[config.mk]
export PLATFORM = sky130hd
export DESIGN_NAME = uart_tx_feeder
export DESIGN_NICKNAME = d
export VERILOG_FILES = /design/src/rtl/uart_tx_feeder.sv
export SDC_FILE = /design/constraint.sdc
export NUM_CORES = 1
export LEC_CHECK = 0
export ABC_AREA = 1
export CAP_MARGIN = 30
export CORE_UTILIZATION = 54
export CTS_BUF_LIST = sky130_fd_sc_hd__clkbuf_16
export CTS_CLUSTER_DIAMETER = 80
export DETAILED_ROUTE_END_ITERATION = 7
export GPL_TIMING_DRIVEN = 1
export PLACE_DENSITY = 0.75
export SLEW_MARGIN = 20
export SYNTH_ARGS = -nofsm -noshare
export SYNTH_HDL_FRONTEND = slang
export SYNTH_SLANG_ARGS = --single-unit
[constraint.sdc]
create_clock -name clk -period 1.9 [get_ports clk]
set_input_delay 0.57 -clock clk [delete_from_list [all_inputs] [get_ports clk]]
set_output_delay 0.57 -clock clk [all_outputs]
set_load 0.1 [all_outputs]
[src/rtl/uart_tx_feeder.sv]
// uart_tx_feeder: byte FIFO plus launch sequencer feeding a UART transmitter.
// Bytes are queued from a producer and handed to the transmitter one at a time,
// each with a single-cycle tx_start strobe, only while the transmitter is idle.
// Optional build macro: UART_TX_FEEDER_FLUSH_EN adds a synchronous flush input
// that empties the FIFO and abandons a launch that has not yet been acknowledged.
module uart_tx_feeder #(
    parameter int ADDR_W      = 4,
    parameter int DATA_W      = 8,
    parameter int ACK_TIMEOUT = 1023
) (
    input  logic              clk,
    input  logic              reset_n,
    input  logic              wr_en,
    input  logic [DATA_W-1:0] wr_data,
`ifdef UART_TX_FEEDER_FLUSH_EN
    input  logic              flush,
`endif
    output logic              full,
    output logic              empty,
    output logic [ADDR_W:0]   count,
    output logic              overflow,
    output logic              ack_err,
    input  logic              clr_err,
    output logic [DATA_W-1:0] tx_data,
    output logic              tx_start,
    input  logic              tx_busy
);

    localparam int DEPTH = 2 ** ADDR_W;
    localparam int CNT_W = $clog2(ACK_TIMEOUT + 1);

    localparam logic [ADDR_W:0]   DEPTH_C   = (ADDR_W + 1)'(DEPTH);
    localparam logic [ADDR_W:0]   CNT_ONE   = (ADDR_W + 1)'(1);
    localparam logic [ADDR_W:0]   CNT_ZERO  = (ADDR_W + 1)'(0);
    localparam logic [ADDR_W-1:0] PTR_ONE   = ADDR_W'(1);
    localparam logic [ADDR_W-1:0] PTR_ZERO  = ADDR_W'(0);
    localparam logic [CNT_W-1:0]  ACK_LAST  = CNT_W'(ACK_TIMEOUT - 1);
    localparam logic [CNT_W-1:0]  ACK_ONE   = CNT_W'(1);
    localparam logic [CNT_W-1:0]  ACK_ZERO  = CNT_W'(0);
    localparam logic [DATA_W-1:0] DATA_ZERO = DATA_W'(0);

    typedef enum logic [2:0] {
        IDLE      = 3'd0,
        LOAD      = 3'd1,
        START     = 3'd2,
        WAIT_ACK  = 3'd3,
        WAIT_DONE = 3'd4
    } state_t;

    state_t              state_r;
    state_t              state_s;
    logic [CNT_W-1:0]    ack_cnt_r;
    logic [CNT_W-1:0]    ack_cnt_s;
    logic                timeout_s;

    logic [DATA_W-1:0]   mem_r [DEPTH];
    logic [ADDR_W-1:0]   wr_ptr_r;
    logic [ADDR_W-1:0]   rd_ptr_r;
    logic [ADDR_W:0]     count_r;
    logic [ADDR_W:0]     count_s;
    logic                full_r;
    logic                empty_r;
    logic                pop_s;
    logic                push_s;
    logic                drop_s;

    logic                overflow_r;
    logic                ack_err_r;
    logic [DATA_W-1:0]   tx_data_r;
    logic                tx_start_r;

    // Decide whether this edge pops the head, accepts the incoming byte, or drops it
    always_comb begin
        pop_s  = 1'b0;
        push_s = 1'b0;
        drop_s = 1'b0;
`ifdef UART_TX_FEEDER_FLUSH_EN
        if (flush) begin
            pop_s  = 1'b0;
            push_s = 1'b0;
            drop_s = 1'b0;
        end else begin
            pop_s  = (state_r == LOAD);
            push_s = wr_en && ((count_r != DEPTH_C) || (state_r == LOAD));
            drop_s = wr_en && !((count_r != DEPTH_C) || (state_r == LOAD));
        end
`else
        pop_s  = (state_r == LOAD);
        push_s = wr_en && ((count_r != DEPTH_C) || (state_r == LOAD));
        drop_s = wr_en && !((count_r != DEPTH_C) || (state_r == LOAD));
`endif
    end

    // Occupancy after this edge; a simultaneous push and pop leaves it unchanged
    always_comb begin
        count_s = count_r;
        case ({push_s, pop_s})
            2'b10:   count_s = count_r + CNT_ONE;
            2'b01:   count_s = count_r - CNT_ONE;
            default: count_s = count_r;
        endcase
    end

    // Storage array; contents need no reset because the pointers define validity
    always_ff @(posedge clk) begin
        if (push_s) begin
            mem_r[wr_ptr_r] <= wr_data;
        end
    end

    // FIFO pointers, occupancy and the registered full/empty flags
    always_ff @(posedge clk or negedge reset_n) begin
        if (!reset_n) begin
            wr_ptr_r <= PTR_ZERO;
            rd_ptr_r <= PTR_ZERO;
            count_r  <= CNT_ZERO;
            full_r   <= 1'b0;
            empty_r  <= 1'b1;
        end
`ifdef UART_TX_FEEDER_FLUSH_EN
        else if (flush) begin
            wr_ptr_r <= PTR_ZERO;
            rd_ptr_r <= PTR_ZERO;
            count_r  <= CNT_ZERO;
            full_r   <= 1'b0;
            empty_r  <= 1'b1;
        end
`endif
        else begin
            if (push_s) begin
                wr_ptr_r <= wr_ptr_r + PTR_ONE;
            end
            if (pop_s) begin
                rd_ptr_r <= rd_ptr_r + PTR_ONE;
            end
            count_r <= count_s;
            full_r  <= (count_s == DEPTH_C);
            empty_r <= (count_s == CNT_ZERO);
        end
    end

    // Launch sequencer: next state and acknowledge-timeout counter
    always_comb begin
        state_s   = state_r;
        ack_cnt_s = ack_cnt_r;
        timeout_s = 1'b0;
        case (state_r)
            IDLE: begin
                if (!empty_r && !tx_busy) begin
                    state_s = LOAD;
                end else begin
                    state_s = IDLE;
                end
            end
            LOAD: begin
                state_s = START;
            end
            START: begin
                ack_cnt_s = ACK_ZERO;
                state_s   = WAIT_ACK;
            end
            WAIT_ACK: begin
                if (tx_busy) begin
                    state_s = WAIT_DONE;
                end else if (ack_cnt_r == ACK_LAST) begin
                    // Transmitter never answered: give up on this byte, no retry
                    timeout_s = 1'b1;
                    ack_cnt_s = ack_cnt_r + ACK_ONE;
                    state_s   = IDLE;
                end else begin
                    ack_cnt_s = ack_cnt_r + ACK_ONE;
                    state_s   = WAIT_ACK;
                end
            end
            WAIT_DONE: begin
                if (!tx_busy) begin
                    state_s = IDLE;
                end else begin
                    state_s = WAIT_DONE;
                end
            end
            default: begin
                state_s = IDLE;
            end
        endcase
`ifdef UART_TX_FEEDER_FLUSH_EN
        // A frame already on the wire (WAIT_DONE) is allowed to finish
        if (flush && ((state_r == LOAD) || (state_r == START) || (state_r == WAIT_ACK))) begin
            state_s = IDLE;
        end else begin
            state_s = state_s;
        end
`endif
    end

    // Sequencer registers, registered launch strobe and the held transmit byte
    always_ff @(posedge clk or negedge reset_n) begin
        if (!reset_n) begin
            state_r    <= IDLE;
            ack_cnt_r  <= ACK_ZERO;
            tx_start_r <= 1'b0;
            tx_data_r  <= DATA_ZERO;
        end else begin
            state_r    <= state_s;
            ack_cnt_r  <= ack_cnt_s;
            tx_start_r <= (state_s == START);
            if (pop_s) begin
                tx_data_r <= mem_r[rd_ptr_r];
            end
        end
    end

    // Sticky error flags; a new error event takes priority over a clear
    always_ff @(posedge clk or negedge reset_n) begin
        if (!reset_n) begin
            overflow_r <= 1'b0;
            ack_err_r  <= 1'b0;
        end else begin
            if (drop_s) begin
                overflow_r <= 1'b1;
            end else if (clr_err) begin
                overflow_r <= 1'b0;
            end
            if (timeout_s) begin
                ack_err_r <= 1'b1;
            end else if (clr_err) begin
                ack_err_r <= 1'b0;
            end
        end
    end

    assign full     = full_r;
    assign empty    = empty_r;
    assign count    = count_r;
    assign overflow = overflow_r;
    assign ack_err  = ack_err_r;
    assign tx_data  = tx_data_r;
    assign tx_start = tx_start_r;

endmodule

==> key figures, run 1 <==
Synth
  – Top cell type's share of synthesized area: 0.540
  – Fraction of registers with async set/reset: 0.234
  – EDFF count, synth: 128
  – Top FF cell, synth: edfxtp_1
  – Post-synthesis sequential area ratio: 0.677
  – Synth cell types: 31
  – Synthesized cell area: roughly 7100 sq um
  – Yosys reg bits: about 170
  – Synth area leaders: edfxtp_1 54%, dfrtp_1 13%, nand2_1 10%
  – Count leader, synth: nand2_1
  – YS warnings: 0
  – Yosys top cell by area: edfxtp_1
  – Net Count, Synth: roughly 670
  – Synth Instances: between 600 and 700
  – Syn_area_per_cell: 11.0 sq um
  – Most frequent cells after synthesis: 195 x nand2_1, 128 x edfxtp_1, 114 x nand3_1

STA
  – Slew margin rel.: 0.628
  – Final setup viols: 0
  – Minimum clock period: between 1500 and 2000 ps
  – Maximum clock frequency: between 500 and 600 MHz
  – Worst Clk Skew: 10.0 ps
  – Min Hold Slack: slightly below 100 ps
  – Worst-Margin Slew: roughly 550 ps
  – Hold Vio Cnt, Final: 0
  – Post-route clock period utilization: 0.974
  – Total negative slack: 0 ps
  – Slew Limit Fails: 0

Worst setup path
  – Reg2Reg Setup Slack: approximately 50 ps
  – Slowest cell on crit path: dfrtp_1
  – CP Launch Type: flop
  – Critical path class: reg2reg
  – Most used cell, CP: buf_4
  – R2R depth: 9
  – Worst setup EP type: flop
  – Crit Path Max Fanout: 8
  – CP Cell Sequence: inv_2 > nand3_4 > buf_4 > nand4_1 > nand2_4 > inv_4 > nand2_2 > nor2_1 > buf_4
  – Worst r2r dst: mem_r[5][7]$_DFFE_PP_
  – CP Data Arrival Time: slightly below 2000 ps
  – R2r startpoint: state_r[2]$_DFF_PN0_
  – CP Data Required Time: 2040 ps
  – Largest stage delay on the critical path: ~400 ps

Finish
  – Core Util, Final: 0.694
  – Fraction of layout cells with a size suffix above 1: 0.199
  – Area delta synth->final: 24.0%
  – Non-Filler Instances: roughly 910
  – # diodes: 0
  – Nets: 750

Run status
  – Outcome: finished clean

Detailed routing
  – Via density: 5.61
  – Final antenna-violating net count: 0
  – 1st-pass router iterations: 5
  – Drc violations: 0
  – Initial DRC Count: slightly above 500
  – Routed WL: between 15,000 and 20,000 um
  – WL per Instance: between 15 and 20 um
  – Vias: slightly above 5k

Job
  – Max-cap violations: 0

Clocking
  – Clk sinks: between 150 and 200
  – Clk_lat worst skew: 430 ps
  – Worst-path clk slew: roughly 60 ps
  – Maximum clock path buffer count: 2
  – H-tree depth: 4
  – CTS Root Buffer Type: clkbuf_16
  – Num CTS Buffers: 17
  – CTS tree: built
  – CTS Hold Bufs: 0

GRT
  – Number of global-route vias before repair: approximately 5k
  – Aggregate global routing overflow: 0
  – Antenna violations before repair: 0
  – First-pass GRT wire length: about 25,000 um
  – GRT Overall Usage: 0.255
  – Largest net degree at the start of global routing: 40

Die
  – Die area: roughly 14,000 sq um
  – Core Region: 12,700 sq um
  – # IOs: 31
  – Cell row count: 41
  – Die Span Y: between 100 and 150 um
  – Starting Density: 0.560
  – Die Wd: ~120 um

Placement
  – IO buf count: 30
  – Estimated wirelength of the detail-placed design: around 10,000 um
  – RePlAce Congestion: around 0.9
  – Placed cells: a little under 900

Power
  – Pleak: about 3.5 nW
  – Tot Pwr: 14.7 mW
  – Max IR drop VDD: about 870 uV
  – Power Dens Cells: around 1700 nW/um^2

Hold path
  – Hold/Removal Path Class: in2async
[worst max path at each step]
| stage | from | slack, ps | to | depth (start not counted) |
|---|---|---|---|---|
| 2_1_floorplan | count[1]$_DFF_PN0_ | -30 | mem_r[11][0]$_DFFE_PP_ | 6 |
| 3_3_place_gp | wr_en | -450 | empty$_DFF_PN1_ | 14 |
| 3_5_place_dp | wr_en | -510 | empty$_DFF_PN1_ | 14 |
| 4_1_cts | state_r[1]$_DFF_PN0_ | -10 | mem_r[0][6]$_DFFE_PP_ | 9 |
| 5_1_grt | state_r[2]$_DFF_PN0_ | -20 | mem_r[10][5]$_DFFE_PP_ | 9 |
| 6_report | state_r[2]$_DFF_PN0_ | 50 | mem_r[5][7]$_DFFE_PP_ | 9 |
[state kept, by name, summed over array words and instances, names as in the netlist]
signal,flops
wr_ptr_r,4
rd_ptr_r,4
tx_data,8
mem_r,128
count,5
state_r,3
ack_cnt_r,10
full,1
tx_start,1
empty,1
overflow,1
ack_err,1
[placed cells by master (no fill, tap or decap), types with 4 or more instances in the layout]
master and count:
a21oi_1 11, a2bb2oi_1 8, buf_12 22, buf_4 50, clkbuf_16 17, clkdlybuf4s50_1 10
dfrtp_1 32, dfrtp_4 4, edfxtp_1 128, ha_1 8, inv_1 25, inv_2 7
inv_6 6, nand2_1 191, nand2_2 6, nand3_1 113, nand4_1 8, nor2_1 26
nor2_4 4, o21ai_0 5, o21ai_1 6, xor2_1 8
[through the flow]
step                instance area [sq um]  setup slack, ps
floorplan                            7140            -32.6
global placement                     8130             -448
detailed placement                   8130             -506
CTS                                  8740            -13.1
global route                         8830            -19.5
finish                               8830             48.7
[per-layer routing]
metal	routed length, um	up-vias	track usage
met5	0	-	0
met4	383	0	0.121
met3	1360	36	0.0597
met2	7730	250	0.398
met1	6430	2440	0.342
li1	-	2387	-
[logic make-up after synthesis]
logic type / count (synthesis) / synth area share
xor gates and xnor gates: 8 / 0.00984
DFF: 167 / 0.677
adders and majority gates: 11 / 0.0204
AOI/OAI and AO/OA: 36 / 0.0308
buffers and inverters: 63 / 0.0380
and+or+nand+nor: 362 / 0.224
[power by group]
part           internal (mW)  total (mW)  switching [mW]  leakage [nW]
combinational           2.25        6.41            4.16          1.62
sequential              4.54        5.02           0.479          1.64
clock                   1.84        3.31            1.48         0.277
[critical path: cells and delay by family, from the launching register on]
kind	cells	cell delay [ps]
DFF	1	400
and+or+nand+nor	5	590
buffers and inverters	4	550
[cell type report]
| cell class | count | area [sq um] |
|---|---|---|
| fill | 881 | 3890 |
| tap | 172 | 215 |
| clock inverter | 15 | 143 |
| multi-input combinational | 417 | 2100 |
| sequential | 167 | 4840 |
| inverter | 36 | 140 |
| clock buffer | 17 | 425 |
| timing repair buffer | 87 | 963 |
[timing repair]
| item | CTS | global route |
|---|---|---|
| setup buffers | 2 | 3 |
| endpoints found under the hold margin | 0 | 0 |
| endpoints found under the setup margin | 130 | 121 |
| pin swaps | 1 | 3 |
| gates resized for setup | 8 | 15 |
No activity file was read; power rests on OpenSTA's default activity.
==> inputs of run 2 (changes only) <==
--- a/config.mk
+++ b/config.mk
@@ -10,6 +10,7 @@
 export CORE_UTILIZATION = 54
 export CTS_BUF_LIST = sky130_fd_sc_hd__clkbuf_16
 export CTS_CLUSTER_DIAMETER = 80
+export CTS_CLUSTER_SIZE = 16
 export DETAILED_ROUTE_END_ITERATION = 7
 export GPL_TIMING_DRIVEN = 1
 export PLACE_DENSITY = 0.75
==> results of run 2 <==
Same layout as run 1: the final DEF is identical, and so are final timing and power.
